[src/rtl/calc_pkg.sv]
// Shared definitions for the calculator key sequencer: key codes, ALU op
// encodings and FSM states.
package calc_pkg;

  localparam logic [5:0] KEY_PLUS  = 6'd10;
  localparam logic [5:0] KEY_MINUS = 6'd11;
  localparam logic [5:0] KEY_EQ    = 6'd12;
  localparam logic [5:0] KEY_MUL   = 6'd13;
  localparam logic [5:0] KEY_CLR   = 6'd14;
  localparam logic [5:0] KEY_DIV   = 6'd15;
  localparam logic [5:0] KEY_NONE  = 6'd16;

  localparam logic [1:0] OP_ADD = 2'b00;
  localparam logic [1:0] OP_SUB = 2'b01;
  localparam logic [1:0] OP_MUL = 2'b10;
  localparam logic [1:0] OP_DIV = 2'b11;

  typedef enum logic [2:0] {S_A, S_OP, S_B, S_REQ, S_WAIT, S_RES} state_t;

  // True for the four arithmetic operator keys.
  function automatic logic is_op_key(input logic [5:0] k);
    return (k == KEY_PLUS) || (k == KEY_MINUS) || (k == KEY_MUL) || (k == KEY_DIV);
  endfunction

  // Map an operator key onto the ALU op_sel encoding.
  function automatic logic [1:0] key_to_op(input logic [5:0] k);
    case (k)
      KEY_MINUS: return OP_SUB;
      KEY_MUL:   return OP_MUL;
      KEY_DIV:   return OP_DIV;
      default:   return OP_ADD;
    endcase
  endfunction

endpackage

[src/rtl/key_event_sync.sv]
// Key front end: 2-flop synchronizer, two-sample stability filter and a
// press detector that fires once when the stable code leaves KEY_NONE.
module key_event_sync
  import calc_pkg::*;
(
  input  logic       clk,
  input  logic       rst,
  input  logic [5:0] key_code,
  output logic       ev,
  output logic [5:0] ev_code
);

  logic [5:0] sync1_q, sync1_d, sync2_q, sync2_d, prev_q, prev_d, stable_q, stable_d;
  logic       accept;

  // Next-state for the sync chain and the stable-code filter; press detect.
  always_comb begin
    sync1_d  = key_code;
    sync2_d  = sync1_q;
    prev_d   = sync2_q;
    accept   = (sync2_q == prev_q);
    stable_d = accept ? sync2_q : stable_q;
    // Only a release-to-valid-key transition counts; codes above NONE never fire.
    ev       = accept && (stable_q == KEY_NONE) && (sync2_q < KEY_NONE);
    ev_code  = sync2_q;
  end

  // Registers; everything resets to "no key" so reset never produces a press.
  always_ff @(posedge clk) begin
    if (rst) begin
      sync1_q  <= KEY_NONE;
      sync2_q  <= KEY_NONE;
      prev_q   <= KEY_NONE;
      stable_q <= KEY_NONE;
    end else begin
      sync1_q  <= sync1_d;
      sync2_q  <= sync2_d;
      prev_q   <= prev_d;
      stable_q <= stable_d;
    end
  end

endmodule

[src/rtl/calc_key_sequencer.sv]
// Calculator key sequencer: builds decimal operands from key presses, issues
// one ALU request per '=' and holds the display value.
// Optional feature: define CALC_CHAIN_EN to let an operator pressed on a shown
// result reuse that result as operand A.
module calc_key_sequencer
  import calc_pkg::*;
#(
  parameter int W          = 16,
  parameter int MAX_DIGITS = 4
) (
  input  logic         clk,
  input  logic         rst,
  input  logic [5:0]   key_code,
  output logic         req_valid,
  input  logic         req_ready,
  output logic [W-1:0] op_a,
  output logic [W-1:0] op_b,
  output logic [1:0]   op_sel,
  input  logic         res_valid,
  input  logic [W-1:0] res_data,
  input  logic         res_err,
  output logic [W-1:0] disp_value,
  output logic         disp_err,
  output logic         busy
);

  localparam int CW = $clog2(MAX_DIGITS + 1);

  logic       ev;
  logic [5:0] ev_code;

  key_event_sync u_key (.clk(clk), .rst(rst), .key_code(key_code), .ev(ev), .ev_code(ev_code));

  state_t         state_q, state_d;
  logic [W-1:0]   acc_q, acc_d, op_a_q, op_a_d, op_b_q, op_b_d, disp_q, disp_d;
  logic [CW-1:0]  cnt_q, cnt_d;
  logic [1:0]     op_sel_q, op_sel_d;
  logic           disp_err_q, disp_err_d, clr_pend_q, clr_pend_d;

  logic           is_dig, is_opk, is_eq, is_clr, go_idle;
  logic [3:0]     dval;
  logic [W-1:0]   acc_dig;
  logic [CW-1:0]  cnt_dig;

  // Key decode and the candidate accumulator after a digit press.
  always_comb begin
    is_dig  = ev && (ev_code < 6'd10);
    is_opk  = ev && is_op_key(ev_code);
    is_eq   = ev && (ev_code == KEY_EQ);
    is_clr  = ev && (ev_code == KEY_CLR);
    dval    = ev_code[3:0];
    acc_dig = acc_q;
    cnt_dig = cnt_q;
    // Full operand swallows digits; leading zeros do not consume a digit slot.
    if ((cnt_q != CW'(MAX_DIGITS)) && !((dval == 4'd0) && (acc_q == '0))) begin
      acc_dig = acc_q * W'(10) + W'(dval);
      cnt_dig = cnt_q + CW'(1);
    end
  end

  // Sequencer next-state and register updates.
  always_comb begin
    state_d    = state_q;
    acc_d      = acc_q;
    cnt_d      = cnt_q;
    op_a_d     = op_a_q;
    op_b_d     = op_b_q;
    op_sel_d   = op_sel_q;
    disp_d     = disp_q;
    disp_err_d = disp_err_q;
    clr_pend_d = clr_pend_q;
    go_idle    = 1'b0;
    case (state_q)
      S_A: begin
        if (is_clr) go_idle = 1'b1;
        else if (is_dig) begin
          acc_d = acc_dig; cnt_d = cnt_dig; disp_d = acc_dig;
        end else if (is_opk) begin
          op_a_d = acc_q; op_sel_d = key_to_op(ev_code);
          acc_d = '0; cnt_d = '0; state_d = S_OP;
        end
      end
      S_OP: begin
        if (is_clr) go_idle = 1'b1;
        else if (is_dig) begin
          acc_d = acc_dig; cnt_d = cnt_dig; disp_d = acc_dig; state_d = S_B;
        end else if (is_opk) op_sel_d = key_to_op(ev_code);
      end
      S_B: begin
        if (is_clr) go_idle = 1'b1;
        else if (is_dig) begin
          acc_d = acc_dig; cnt_d = cnt_dig; disp_d = acc_dig;
        end else if (is_eq) begin
          op_b_d = acc_q; state_d = S_REQ;
        end
      end
      S_REQ: begin
        // Request is never withdrawn; a clear only takes effect after the result.
        if (is_clr) clr_pend_d = 1'b1;
        if (req_ready) state_d = S_WAIT;
      end
      S_WAIT: begin
        if (is_clr) clr_pend_d = 1'b1;
        if (res_valid) begin
          if (clr_pend_q || is_clr) go_idle = 1'b1;
          else begin
            disp_d = res_data; disp_err_d = res_err; state_d = S_RES;
          end
        end
      end
      S_RES: begin
        if (is_clr) go_idle = 1'b1;
        else if (is_dig) begin
          acc_d      = W'(dval);
          cnt_d      = (dval == 4'd0) ? '0 : CW'(1);
          disp_d     = W'(dval);
          disp_err_d = 1'b0;
          state_d    = S_A;
        end
`ifdef CALC_CHAIN_EN
        else if (is_opk && !disp_err_q) begin
          op_a_d = disp_q; op_sel_d = key_to_op(ev_code);
          acc_d = '0; cnt_d = '0; state_d = S_OP;
        end
`endif
      end
      default: go_idle = 1'b1;
    endcase
    if (go_idle) begin
      state_d    = S_A;
      acc_d      = '0;
      cnt_d      = '0;
      op_a_d     = '0;
      op_b_d     = '0;
      op_sel_d   = OP_ADD;
      disp_d     = '0;
      disp_err_d = 1'b0;
      clr_pend_d = 1'b0;
    end
  end

  // State registers with synchronous reset.
  always_ff @(posedge clk) begin
    if (rst) begin
      state_q    <= S_A;
      acc_q      <= '0;
      cnt_q      <= '0;
      op_a_q     <= '0;
      op_b_q     <= '0;
      op_sel_q   <= OP_ADD;
      disp_q     <= '0;
      disp_err_q <= 1'b0;
      clr_pend_q <= 1'b0;
    end else begin
      state_q    <= state_d;
      acc_q      <= acc_d;
      cnt_q      <= cnt_d;
      op_a_q     <= op_a_d;
      op_b_q     <= op_b_d;
      op_sel_q   <= op_sel_d;
      disp_q     <= disp_d;
      disp_err_q <= disp_err_d;
      clr_pend_q <= clr_pend_d;
    end
  end

  assign req_valid  = (state_q == S_REQ);
  assign busy       = (state_q == S_REQ) || (state_q == S_WAIT);
  assign op_a       = op_a_q;
  assign op_b       = op_b_q;
  assign op_sel     = op_sel_q;
  assign disp_value = disp_q;
  assign disp_err   = disp_err_q;

endmodule

[config.mk]
export PLATFORM = sky130hd
export DESIGN_NAME = calc_key_sequencer
export DESIGN_NICKNAME = d
export VERILOG_FILES = /design/src/rtl/calc_pkg.sv /design/src/rtl/key_event_sync.sv /design/src/rtl/calc_key_sequencer.sv
export SDC_FILE = /design/constraint.sdc
export NUM_CORES = 1
export LEC_CHECK = 0
export ABC_AREA = 1
export CAP_MARGIN = 30
export CORE_MARGIN = 2
export CORE_UTILIZATION = 50
export DETAILED_ROUTE_END_ITERATION = 16
export PLACE_DENSITY = 0.84
export SYNTH_ARGS = -nofsm -noshare
export SYNTH_HDL_FRONTEND = slang
export SYNTH_SLANG_ARGS = --single-unit
[constraint.sdc]
create_clock -name clk -period 8.36 [get_ports clk]
set_input_delay 1.672 -clock clk [delete_from_list [all_inputs] [get_ports clk]]
set_output_delay 1.672 -clock clk [all_outputs]
set_load 0.02 [all_outputs]
==> results of run 1 <==
==> worst paths after layout <==
kind,slack [ps],to,cells past startpoint,startpoint
hold reg to reg,410,u_key.ev_code[3],2,u_key.sync1_q[3]
hold / removal,410,u_key.ev_code[3],2,u_key.sync1_q[3]
setup / recovery,4210,op_a[1],8,rst
setup reg to reg,4940,op_a[5],15,u_key.ev_code[0]
==> state kept, by name, summed over array words and instances (netlist names) <==
register,cells
acc_q,16
disp_value,16
op_a,16
op_b,16
u_key.ev_code,6
u_key.prev_q,6
u_key.stable_q,6
u_key.sync1_q,6
cnt_q,3
state_q,3
op_sel,2
clr_pend_q,1
disp_err,1
==> kinds of logic after synthesis <==
logic type / count (synthesis) / share of synthesized area (%)
flip-flops: 98 / 34.84
AND/OR/NAND/NOR: 395 / 30.30
AO/OA/AOI/OAI: 156 / 15.53
XOR/XNOR: 10 / 1.555
buffers and inverters: 142 / 10.18
adder cells (fa/ha/maj): 33 / 7.598
==> layout make-up <==
class / instances / area share (%)
sequential: 98 / 29.02
multi-input combinational: 594 / 45.80
clock buffer: 11 / 3.738
timing repair buffer: 81 / 11.92
clock inverter: 5 / 0.6662
inverter: 113 / 6.273
tap: 140 / 2.591
==> Yosys cell counts, types with 7 or more instances <==
cell	number
o21ai_1	14
a211oi_1	16
buf_2	11
o21ai_0	46
xor2_1	7
a21oi_1	59
inv_1	104
nand3_1	44
nor2_1	102
dfxtp_1	98
ha_1	31
nand4_1	13
nor3_1	10
nand2_1	201
clkbuf_1	12
inv_2	8
==> power breakdown <==
part	switching (mW)	internal, mW
Sequential	0.0277	0.497
Combinational	0.328	0.151
Clock	0.194	0.223
==> worst min-delay path, cell delays in order (launching register included) <==
cell,delay [ps]
dfxtp_1,300
inv_1,40
nor2_1,30
==> per-layer routing <==
layer | GRT usage (%) | routed length (um) | up-vias
li1 | - | - | 2835
met1 | 30.54 | 6048 | 2526
met2 | 42.16 | 6845 | 186
met3 | 4.468 | 963 | 18
met4 | 5.982 | 201 | 0
met5 | 0 | 0 | -
==> results.json, run 1 <==
{
  "multiInputGateArea_mm2": 0.003097,
  "seq_area_frac_synth_pct": 34.84,
  "track_usage_pct": 24.07,
  "p_leak_nw": 2.978,
  "crit_top_cell": "a21oi_1",
  "cts_hold_buf": 0,
  "cts_buffers": 9,
  "path_buf_inv": 3,
  "cts_setup_buffers": 0,
  "antenna_left": 0,
  "drv_cap": 0,
  "synthCells": 834,
  "io_buffers": 79,
  "hold_viol_final": 0,
  "path_delay_family": "buffers and inverters",
  "synth_fp_nets": 894,
  "dpl_worst_slack_ps": 3896,
  "yosysTopAreaCellShare_pct": 34.84,
  "cts_tree": "done",
  "crit_chain": "clkdlybuf4s50_1, inv_1, nand2_1, a21oi_1, nand2_2, inv_2, o21ai_0, a21oi_1",
  "crit_path_start_kind": "input port",
  "yosys_most_used_dff": "dfxtp_1",
  "drc": 0,
  "layout-drive-gt1-share_pct": 5.432,
  "finClkSkew_ps": 7.014,
  "power_density_mw_per_mm2": 210.1,
  "grt_max_degree": 41,
  "hp-class": "reg2reg",
  "ctsResizeCount": 0,
  "gp_congestion": 0.9200,
  "clk_pin_slew_ps": 70,
  "numPlacedInstances": 1026,
  "utilization_pct": 61.83,
  "ys_ff_latch": 98,
  "place.detailed.hpwl_um": 10260,
  "antenna_found_initial": 0,
  "maxSlewViolCount": 0,
  "synth_top_area_cell": "dfxtp_1",
  "cpPeakStageDelay_ps": 710,
  "clock_sinks": 98,
  "synth_edf_count": 0,
  "cts_max_level": 3,
  "final_common_cell": "nand2_1",
  "clk_latency_ps": 350,
  "vdd_ir_drop_max_uv": 154.7,
  "final_cells": 1042,
  "routed_via_density": 5.341,
  "cp_max_fo": 40,
  "finalWirelength_um": 14060,
  "initial_utilization_pct": 51.50,
  "slew_headroom_pct": 43.85,
  "root_buffer": "clkbuf_16",
  "placed_cell_area_mm2": 0.006464,
  "diodes": 0,
  "wl_per_cell_um": 13.49,
  "power.total_mw": 1.421,
  "cp_slowest_cell": "clkdlybuf4s50_1",
  "die_h_um": 110.1,
  "nNetsFinal": 957,
  "ys_top_cells_by_area": "dfxtp_1 (35%), nand2_1 (13%), inv_1 (6.9%)",
  "tightestPinTransition_ps": 839.2,
  "n_fill_cell": 969,
  "avgSynthCellArea_um2": 6.753,
  "rows": 38,
  "ios": 80,
  "critPathCaptureType": "flop",
  "route.vias.total": 5565,
  "critPathRequiredTime_ps": 8640,
  "rsz0062_at_grt": "no",
  "drt_iter0_markers": 387,
  "fin_area_mm2": 0.006761,
  "finalSetupViolations": 0,
  "drt_pass1_iterations": 7,
  "final_cell_mix": "nand2_1 (201), inv_1 (104), nor2_1 (102)",
  "synth_async_sr_flop_share_pct": 0,
  "worstPathArrival_ps": 4430,
  "clock_path_buffers": 2,
  "setup_tns_ps": 0,
  "synth_cell_type_count": 42,
  "finalCritPeriodShare_pct": 49.59,
  "die_w_um": 110.1,
  "run_status": "completed",
  "area_delta_synth_final_pct": 20.06,
  "grt_pass1_vias": 5098,
  "fin_crit_ps": 4146,
  "max_freq_mhz": 241.2,
  "hold_ws_ps": 407.2,
  "grt_pass1_wl_um": 23200,
  "grt_overflow": 0,
  "die_area_mm2": 0.01213,
  "worst_slack_ps": 4214,
  "syn_area_mm2": 0.005632,
  "coreArea_mm2": 0.01094,
  "layout.area.seq_mm2": 0.001962,
  "ys_warn_count": 0,
  "critPathKind": "in2reg"
}
Note: power is estimated with default switching activity, not from simulation.
==> run 2, diff against run 1 <==
- PLACE_DENSITY: 0.84 -> 0.87
- clock period: 8.36 -> 3.8 ns (I/O delays scaled with it)
==> run 2 against run 1 <==
  * Hold slack got worse by 1.1 ps
  * Die area did not move
  * Critical path depth grew 9
  * Combinational power grew 120%
  * First-iteration DRC count is 27% higher
  * Design area rose by 0.54%
  * Via count up 2.5%
  * Critical endpoint is now disp_value[14]
  * Sequential share of layout area down 0.15 points
  * Register-to-register slack got worse by 4300 ps
  * Clock-buffer cell count shrank 2
  * Core utilization increased by 0.33 points
==> results.json, run 2 (synthesis results as in run 1) <==
{
  "run_status": "completed",
  "cts_setup_buffers": 0,
  "n_fill_cell": 971,
  "grt_max_degree": 40,
  "place.detailed.hpwl_um": 10560,
  "rows": 38,
  "final_cell_mix": "nand2_1 (201), inv_1 (104), nor2_1 (102)",
  "dpl_worst_slack_ps": 779.9,
  "final_cells": 1044,
  "grt_pass1_vias": 5295,
  "io_buffers": 79,
  "ios": 80,
  "critPathKind": "reg2reg",
  "clock_sinks": 98,
  "ctsResizeCount": 0,
  "p_sw_mw": 1.227,
  "die_w_um": 110.1,
  "initial_utilization_pct": 51.50,
  "clk_latency_ps": 350,
  "route.vias.total": 5705,
  "area_delta_synth_final_pct": 20.71,
  "numPlacedInstances": 1028,
  "p_comb_share_pct": 33.5,
  "crit_top_cell": "nand2_1",
  "vdd_ir_drop_max_uv": 392.7,
  "cpPeakStageDelay_ps": 560,
  "cts_hold_buf": 0,
  "drc": 0,
  "drt_iter0_markers": 491,
  "track_usage_pct": 24.90,
  "crit_chain": "ha_1, ha_1, fa_1, nand2_1, nor2_1, nand2_1, nand2_1, nand2_1, nor2_1, nand3_1, nor3_1, nand2_1, nand2_1, nand2_1, nand2_1, nand3_1, a21oi_2",
  "finClkSkew_ps": 9.064,
  "drt_pass1_iterations": 6,
  "worst_slack_ps": 665.5,
  "cts_max_level": 3,
  "wl_per_cell_um": 13.96,
  "nNetsFinal": 959,
  "grt_overflow": 0,
  "antenna_left": 0,
  "critPathRequiredTime_ps": 4090,
  "hold_ws_ps": 406.1,
  "r2r_setup_slack_ps": 670,
  "fin_crit_ps": 3135,
  "routed_via_density": 5.465,
  "cp_max_fo": 5,
  "finalSetupViolations": 0,
  "rsz0062_at_grt": "no",
  "cp_slowest_cell": "fa_1",
  "drv_cap": 0,
  "root_buffer": "clkbuf_16",
  "slew_headroom_pct": 54.13,
  "worstPathArrival_ps": 3420,
  "gp_congestion": 0.9414,
  "layout-drive-gt1-share_pct": 5.642,
  "antenna_found_initial": 0,
  "hp-class": "reg2reg",
  "seqPwrFrac_pct": 36.2,
  "power_frac_clock_pct": 30.3,
  "max_freq_mhz": 319.0,
  "maxSlewViolCount": 0,
  "p_int_mw": 1.955,
  "path_delay_family": "simple AND/OR/NAND/NOR gates",
  "cts_tree": "done",
  "hold_viol_final": 0,
  "setup_tns_ps": 0,
  "finalWirelength_um": 14580,
  "final_common_cell": "nand2_1",
  "critPathCaptureType": "flop",
  "grt_pass1_wl_um": 24070,
  "clock_path_buffers": 2,
  "power_density_mw_per_mm2": 468.1,
  "die_area_mm2": 0.01213,
  "crit_path_start_kind": "flop",
  "swShare_pct": 38.55,
  "finalCritPeriodShare_pct": 82.49,
  "clk_pin_slew_ps": 80,
  "p_leak_nw": 2.996,
  "path_buf_inv": 0,
  "tightestPinTransition_ps": 688.1,
  "coreArea_mm2": 0.01094,
  "cts_buffers": 9,
  "diodes": 0,
  "die_h_um": 110.1
}
-- run 2: cell types whose count changed in the layout (fill, tap and decap cells not counted), sizes merged --
cell    delta
clkinv     +1
buf        +2
clkbuf     -2
bufinv     +1
-- run 2: per-layer routing --
metal / GRT usage [%] / vias to the layer above / routed length [um]
met5: 0 / - / 0
met4: 9.196 / 0 / 291
met3: 4.174 / 35 / 1054
met2: 44.52 / 246 / 7243
met1: 29.85 / 2590 / 5985
li1: - / 2834 / -
-- run 2: final cells by class --
class	instances	area [um2]	share of cell area, %
clock buffers	9	225.2	3.313
repair buffers	83	820.8	12.07
multi-input cells	594	3097	45.55
well taps	140	175.2	2.577
clock inverters	7	93.84	1.380
flip-flops and latches	98	1962	28.86
inverters	113	424.2	6.240
-- run 2: worst min-delay path: cells and delay by family (launching register included) --
| family | cells | cell delay (ps) |
|---|---|---|
| and+or+nand+nor | 1 | 30 |
| DFF | 1 | 300 |
| buffers and inverters | 1 | 40 |
-- run 2: final timing paths --
path                                        from          endpoint  cells after the start
worst max-delay path                    acc_q[1]    disp_value[14]                     17
worst min-delay path            u_key.sync1_q[3]  u_key.ev_code[3]                      2
worst max register to register          acc_q[1]    disp_value[14]                     17
worst min register to register  u_key.sync1_q[3]  u_key.ev_code[3]                      2
-- run 2: power groups by stage --
stage                     Clock, mW  Combinational [mW]  Sequential [mW]
final                         0.964                1.07             1.15
after CTS                     0.971                1.05             1.15
after detailed placement          0                1.03             1.17
after global placement            0                1.01             1.17
after global routing           1.01                1.19             1.16
after floorplan                   0               0.770             1.19
-- run 2: through the flow --
stage	power [mW]	utilization, %	instance area (um2)
6_report	3.182	62.16	6798
2_1_floorplan	1.960	-	5632
3_5_place_dp	2.202	59.24	6479
5_1_grt	3.363	62.16	6798
4_1_cts	3.167	62.16	6798
3_3_place_gp	2.185	59.24	6479
